## config.mk

```make
export PLATFORM = sky130hd
export DESIGN_NAME = load_store_unit
export DESIGN_NICKNAME = d
export VERILOG_FILES = /design/src/rtl/lsu_pkg.sv /design/src/rtl/lsu_lane_align.sv /design/src/rtl/load_store_unit.sv
export SDC_FILE = /design/constraint.sdc
export NUM_CORES = 1
export LEC_CHECK = 0
export BUFFER_PORTS_ARGS = -buffer_cell sky130_fd_sc_hd__buf_2
export CORE_ASPECT_RATIO = 0.9
export CORE_MARGIN = 5
export CORE_UTILIZATION = 38
export CTS_CLUSTER_SIZE = 40
export DETAILED_ROUTE_END_ITERATION = 16
export PLACE_DENSITY = 0.69
export SLEW_MARGIN = 20
export SYNTH_ARGS = -nofsm -noshare
export SYNTH_HDL_FRONTEND = slang
export SYNTH_SLANG_ARGS = --single-unit
```

## constraint.sdc

```tcl
create_clock -name clk -period 6.04 [get_ports clk]
set_clock_uncertainty 0.15 [all_clocks]
set_input_delay 1.208 -clock clk [delete_from_list [all_inputs] [get_ports clk]]
set_output_delay 1.208 -clock clk [all_outputs]
set_load 0.01 [all_outputs]
```

## src/rtl/lsu_pkg.sv

```systemverilog
// lsu_pkg: shared definitions for the load/store unit.
//   - RV32I funct3 width codes
//   - FSM state encoding
//   - helpers for access size, legality and word-crossing detection
package lsu_pkg;

    localparam logic [2:0] F3_B  = 3'b000;
    localparam logic [2:0] F3_H  = 3'b001;
    localparam logic [2:0] F3_W  = 3'b010;
    localparam logic [2:0] F3_BU = 3'b100;
    localparam logic [2:0] F3_HU = 3'b101;

    typedef enum logic [1:0] {
        IDLE = 2'd0,
        ACC0 = 2'd1,
        ACC1 = 2'd2,
        RESP = 2'd3
    } lsu_state_t;

    // Access size in bytes; 0 for codes that have no width.
    function automatic logic [2:0] access_size(input logic [2:0] funct3);
        logic [2:0] size;
        case (funct3)
            F3_B, F3_BU: size = 3'd1;
            F3_H, F3_HU: size = 3'd2;
            F3_W:        size = 3'd4;
            default:     size = 3'd0;
        endcase
        return size;
    endfunction

    // Stores have no unsigned variants, so only B/H/W are legal for them.
    function automatic logic funct3_legal(input logic we, input logic [2:0] funct3);
        logic ok;
        if (we) begin
            ok = (funct3 == F3_B) || (funct3 == F3_H) || (funct3 == F3_W);
        end else begin
            ok = (funct3 == F3_B) || (funct3 == F3_H) || (funct3 == F3_W) ||
                 (funct3 == F3_BU) || (funct3 == F3_HU);
        end
        return ok;
    endfunction

    function automatic logic is_crossing(input logic [1:0] off, input logic [2:0] size);
        return ({2'b00, off} + {1'b0, size}) > 4'd4;
    endfunction

endpackage

```

## src/rtl/lsu_lane_align.sv

```systemverilog
// lsu_lane_align: combinational byte-lane steering for the load/store unit.
// Ports:
//   off           byte offset of the access within its first word
//   size          access size in bytes (1, 2, 4)
//   phase         0 = first word of the access, 1 = following word
//   funct3        width/extension code of the access
//   mem_rdata     word currently read from memory
//   store_data    store data, access byte 0 in bits [7:0]
//   load_buf      load bytes gathered so far, access byte k in lane k
//   merged_wdata  mem_rdata with this phase's lanes replaced by store bytes
//   load_buf_next load_buf updated with this phase's bytes from mem_rdata
//   load_data     load_buf sign/zero extended according to funct3
module lsu_lane_align
    import lsu_pkg::*;
(
    input  logic [1:0]  off,
    input  logic [2:0]  size,
    input  logic        phase,
    input  logic [2:0]  funct3,
    input  logic [31:0] mem_rdata,
    input  logic [31:0] store_data,
    input  logic [31:0] load_buf,
    output logic [31:0] merged_wdata,
    output logic [31:0] load_buf_next,
    output logic [31:0] load_data
);

    // Memory lane l carries access byte k; in the second word the count
    // continues from where the first word stopped (4 - off bytes in).
    always_comb begin
        int k;
        k             = 0;
        merged_wdata  = mem_rdata;
        load_buf_next = load_buf;
        for (int lane = 0; lane < 4; lane++) begin
            k = phase ? (4 - int'(off) + lane) : (lane - int'(off));
            if (k >= 0 && k < int'(size)) begin
                merged_wdata[8*lane +: 8] = store_data[8*k +: 8];
                load_buf_next[8*k +: 8]   = mem_rdata[8*lane +: 8];
            end
        end
    end

    always_comb begin
        load_data = 32'h0;
        case (funct3)
            F3_B:    load_data = {{24{load_buf[7]}}, load_buf[7:0]};
            F3_H:    load_data = {{16{load_buf[15]}}, load_buf[15:0]};
            F3_W:    load_data = load_buf;
            F3_BU:   load_data = {24'h0, load_buf[7:0]};
            F3_HU:   load_data = {16'h0, load_buf[15:0]};
            default: load_data = 32'h0;
        endcase
    end

endmodule

```

## src/rtl/load_store_unit.sv

```systemverilog
// load_store_unit: one-at-a-time RV32I load/store engine in front of a
// word-addressed memory (combinational read, word write, no byte enables).
// Sub-word stores are read-modify-write; word-crossing accesses take two
// memory cycles (or are rejected when ALLOW_MISALIGNED = 0).
// Ports:
//   clk, rst                 clock, async active-high reset
//   req_valid/req_ready      request handshake (ready only in IDLE)
//   req_we, req_funct3       store flag, RV32I width code
//   req_addr, req_wdata      byte address, store data (low bytes)
//   rsp_valid                one-cycle completion pulse
//   rsp_rdata, rsp_err       extended load data, error flag
//   mem_we, mem_addr         word write enable, word-aligned address
//   mem_wdata, mem_rdata     merged write word, combinational read word
//
// state | meaning
// IDLE  | waiting for a request, req_ready high
// ACC0  | access to the word holding the first byte
// ACC1  | access to the following word (crossing accesses only)
// RESP  | rsp_valid pulse with load data or error
module load_store_unit
    import lsu_pkg::*;
#(
    parameter int ALLOW_MISALIGNED = 1
) (
    input  logic        clk,
    input  logic        rst,
    input  logic        req_valid,
    output logic        req_ready,
    input  logic        req_we,
    input  logic [2:0]  req_funct3,
    input  logic [31:0] req_addr,
    input  logic [31:0] req_wdata,
    output logic        rsp_valid,
    output logic [31:0] rsp_rdata,
    output logic        rsp_err,
    output logic        mem_we,
    output logic [31:0] mem_addr,
    output logic [31:0] mem_wdata,
    input  logic [31:0] mem_rdata
);

    lsu_state_t  state_q, state_d;
    logic        we_q;
    logic [2:0]  f3_q;
    logic [31:0] addr_q;
    logic [31:0] wdata_q;
    logic        err_q;
    logic [31:0] buf_q;

    logic        accept;
    logic        req_bad;
    logic [2:0]  size_q;
    logic        cross_q;
    logic [31:0] merged_wdata;
    logic [31:0] buf_next;
    logic [31:0] load_data;

    assign accept  = req_valid && req_ready;
    assign req_bad = !funct3_legal(req_we, req_funct3) ||
                     ((ALLOW_MISALIGNED == 0) &&
                      is_crossing(req_addr[1:0], access_size(req_funct3)));
    assign size_q  = access_size(f3_q);
    assign cross_q = is_crossing(addr_q[1:0], size_q);

    lsu_lane_align u_align (
        .off           (addr_q[1:0]),
        .size          (size_q),
        .phase         (state_q == ACC1),
        .funct3        (f3_q),
        .mem_rdata     (mem_rdata),
        .store_data    (wdata_q),
        .load_buf      (buf_q),
        .merged_wdata  (merged_wdata),
        .load_buf_next (buf_next),
        .load_data     (load_data)
    );

    always_ff @(posedge clk or posedge rst) begin
        if (rst) begin
            state_q <= IDLE;
        end else begin
            state_q <= state_d;
        end
    end

    always_comb begin
        state_d = state_q;
        case (state_q)
            IDLE:    if (accept) state_d = req_bad ? RESP : ACC0;
            ACC0:    state_d = cross_q ? ACC1 : RESP;
            ACC1:    state_d = RESP;
            RESP:    state_d = IDLE;
            default: state_d = IDLE;
        endcase
    end

    // Request latch and load byte buffer.
    always_ff @(posedge clk or posedge rst) begin
        if (rst) begin
            we_q    <= 1'b0;
            f3_q    <= 3'b000;
            addr_q  <= 32'h0;
            wdata_q <= 32'h0;
            err_q   <= 1'b0;
            buf_q   <= 32'h0;
        end else if (accept) begin
            we_q    <= req_we;
            f3_q    <= req_funct3;
            addr_q  <= req_addr;
            wdata_q <= req_wdata;
            err_q   <= req_bad;
            buf_q   <= 32'h0;
        end else if ((state_q == ACC0 || state_q == ACC1) && !we_q) begin
            buf_q   <= buf_next;
        end
    end

    // All outputs decode from state so reset clears them immediately.
    always_comb begin
        req_ready = 1'b0;
        rsp_valid = 1'b0;
        rsp_rdata = 32'h0;
        rsp_err   = 1'b0;
        mem_we    = 1'b0;
        mem_addr  = 32'h0;
        mem_wdata = 32'h0;
        case (state_q)
            IDLE: req_ready = !rst;
            ACC0: begin
                mem_addr = {addr_q[31:2], 2'b00};
                if (we_q) begin
                    mem_we    = 1'b1;
                    mem_wdata = merged_wdata;
                end
            end
            ACC1: begin
                mem_addr = {addr_q[31:2] + 30'd1, 2'b00};
                if (we_q) begin
                    mem_we    = 1'b1;
                    mem_wdata = merged_wdata;
                end
            end
            RESP: begin
                rsp_valid = 1'b1;
                rsp_err   = err_q;
                if (!we_q && !err_q) rsp_rdata = load_data;
            end
            default: ;
        endcase
    end

endmodule

```

==> impl_results.md <==
- CP max FO: 11
- Final period util: 0.959
- Max VDD drop: between 0.3 and 0.4 mV
- CP bufs+invs: 3
- Synth Area in Simple Gates: 0.273
- Top-count cell post-synth: nand2_1
- Synthesized cell area: 9390 um^2
- Setup crit end kind: primary output
- Setup WS pre-CTS: between 0.7 and 0.8 ns
- H-Tree Depth: 3
- WL final: 35.5 mm
- Cts hold-fix bufs: 0
- FILL cells: 2452
- Status: complete, no violations
- Synth warn: 0
- Placed insts: roughly 1700
- Final-report hold violation count: 0
- Slew HR: 0.271
- Largest net degree at the start of global routing: 76
- Primary FF master, synth: dfrtp_1
- Hold_ws: approximately 0.36 ns
- Die height: 159 um
- DRC: 0
- Initial core utilization: 0.386
- Yosys reg bits: 103
- Asr flop ratio synth: 1.00
- Starting DRT DRC Count: 1363
- Mux contribution to synthesized area: 0.0906
- Final nets: 1511
- Synth top area cells: dfrtp_1, nand2_1, ha_1
- Post-synth top cells: nand2_1, dfrtp_1, nor2_1
- Total iterations of the first detailed-routing run: 7
- Synth cell types: 77
- GRT overflow: 0
- Lkg Pwr: slightly above 5 nW
- Port bufs: 200
- R2r startpoint: state_q[0]
- Clock Latency Late Sink: 0.36 ns
- Worst path arrival time: about 4.4 ns
- CP Depth: 12
- Vias per cell: 6.14
- Critical Path Start Type: flop
- Setup repair bufs after CTS: 0
- Xor/xnor cell area share of the yosys netlist: 0.00560
- Slowest cell on crit path: nor2_1
- Tmin final: around 5.8 ns
- MaxCap Viol Count: 0
- CTS Buffer Depth: 2
- Per-cell routed wire length: around 21 um
- Num CTS Buffers: 9
- Register-to-Register Path Depth: 15
- Ports: 203
- CTS sink cnt: a little over 100
- Share of the synthesized area in the top cell type: 0.275
- EDFF count, synth: 0
- Total track usage: 0.244
- Die area: 28000 um^2
- Vias in the first global route: 9780
- Synth Area in Compound Gates: 0.238
- Reg2reg end: buf_q[30]
- Crit path cell chain: inv_1, ha_1, nand2b_1, buf_4, a31o_2, ha_1, or4b_1, a221o_1, nor2_1, a22oi_1, nor2_1, buf_2
- First-pass GRT wire length: about 55 mm
- Hpwl dp: 26.5 mm
- RSZ-0062 raised after global routing: no
- CTS tree: yes
- Clock root buffer: clkbuf_16
- Pwr Density: 611 nW/um^2
- Core area: 24300 um^2
- Synthesized area per cell: 7.80 um^2
- Fraction of final layout cells with drive strength greater than 1: 0.216
- Critical path data required time: 4.68 ns
- Final ANT Viol Nets: 0
- Post-Synthesis Cells: 1204
- Max-slew violation count: 0
- Largest family of logic cells by synthesized area: simple AND/OR/NAND/NOR gates
- Adder and majority gate portion of the synthesized area: 0.0674
- Post-synthesis sequential area ratio: 0.275
- Post-synth top area cell: dfrtp_1
- Via count: 10300
- Final WS setup: 0.250 ns
- Die Width: 176 um
- Final setup viols: 0
- Minimum setup slack among reg-to-reg paths: 0.64 ns
- Resized cells post-CTS: 0
- Top Family by Delay on Critical Path: simple AND/OR/NAND/NOR gates
- Clock slew seen by the registers of the worst setup and hold paths: around 0.080 ns
- Setup TNS: 0 ns
- Hold Crit Class: flop to flop
- Row cnt: 54
- Layout Area Growth over Synthesis: 16.5%
- Critical path class: flop to primary output
- Slowest stage delay, CP: approximately 0.55 ns
- Worst Setup SP: addr_q[1]
- Initial antenna violation count: 2
- Final Non-Filler Cells: 1673
- Worst-Margin Slew: between 1 and 1.5 ns
- RD Place Congestion: 0.952
- Worst setup path endpoint: mem_wdata[27]
- Fmax: 0.173 GHz
## per-layer routing
| metal | global-route usage | routed length, um | up-vias |
|---|---|---|---|
| li1 | - | - | 4721 |
| met1 | 0.333 | 14500 | 4830 |
| met2 | 0.362 | 15600 | 582 |
| met3 | 0.0639 | 3570 | 142 |
| met4 | 0.109 | 1760 | 0 |
| met5 | 0 | 0 | - |
## placed cells by master (no fill, tap or decap), types with 8 or more instances in the layout
cell type and instances:
o31a_1 10, nor2b_1 17, a221oi_1 23, o22ai_1 9, mux2_2 22, or3_1 9, a31oi_1 10, a22o_1 10
ha_1 49, a311oi_1 11, a211o_1 16, inv_1 38, dfrtp_1 102, nand3b_1 11, nand2b_1 8, and2_1 13
a22oi_1 28, o31ai_1 12, o21ai_0 41, a2111oi_0 25, clkbuf_16 9, buf_2 200, nor4_1 10, nand3_1 30
nand4_1 10, nand2_1 280, mux4_2 9, a21oi_1 78, nor2_1 90, nor3_1 17, mux2i_1 40, buf_4 18
a32oi_1 8
## final cells by class
cell class,count,area [um^2],area share
sequential,103,2580,0.236
multi-input combinational,985,6360,0.581
tap,308,385,0.0352
antenna,2,5.00,0.000458
clock buffer,9,225,0.0206
inverter,41,156,0.0143
timing repair buffer,218,1140,0.104
clock inverter,7,95.1,0.00869
## kinds of logic after synthesis
kind of cell | count (synthesis)
other cells | 1
mux | 71
flops | 103
simple gates | 542
fa+ha+maj | 50
xor+xnor | 6
compound gates | 314
buf+inv | 117
## worst min-delay path by stage
stage / from / to / slack (ns) / cells past startpoint
6_report: wdata_q[24] / wdata_q[24] / 0.36 / 2
4_1_cts: wdata_q[24] / wdata_q[24] / 0.36 / 2
3_3_place_gp: wdata_q[23] / wdata_q[23] / 0.33 / 2
3_5_place_dp: wdata_q[23] / wdata_q[23] / 0.33 / 2
2_1_floorplan: wdata_q[16] / wdata_q[16] / 0.31 / 2
5_1_grt: wdata_q[23] / wdata_q[23] / 0.39 / 2
## through the flow
stage          instance area, um^2  power, mW  utilization
6_report                     10900       6.68        0.450
5_1_grt                      10900       7.20        0.450
4_1_cts                      10900       6.58        0.449
3_5_place_dp                 10600       5.90        0.436
3_3_place_gp                 10600       5.80        0.436
2_1_floorplan                 9390       4.58            -
## tightest hold or removal path, cell delays in order, from the launching register on
cell,delay [ns]
dfrtp_1,0.36
nand2_1,0.06
nand2_1,0.06
## sequential cells by signal, summed over array words and instances (netlist names)
| signal | flops |
|---|---|
| f3_q | 3 |
| buf_q | 32 |
| addr_q | 32 |
| state_q | 2 |
| err_q | 1 |
| we_q | 1 |
| wdata_q | 32 |
## power by group
part	internal (mW)	switching, mW
combinational	1.70	3.04
clock	0.336	0.315
sequential	0.957	0.334
total	2.99	3.69
(Power assumes the default switching activity.)
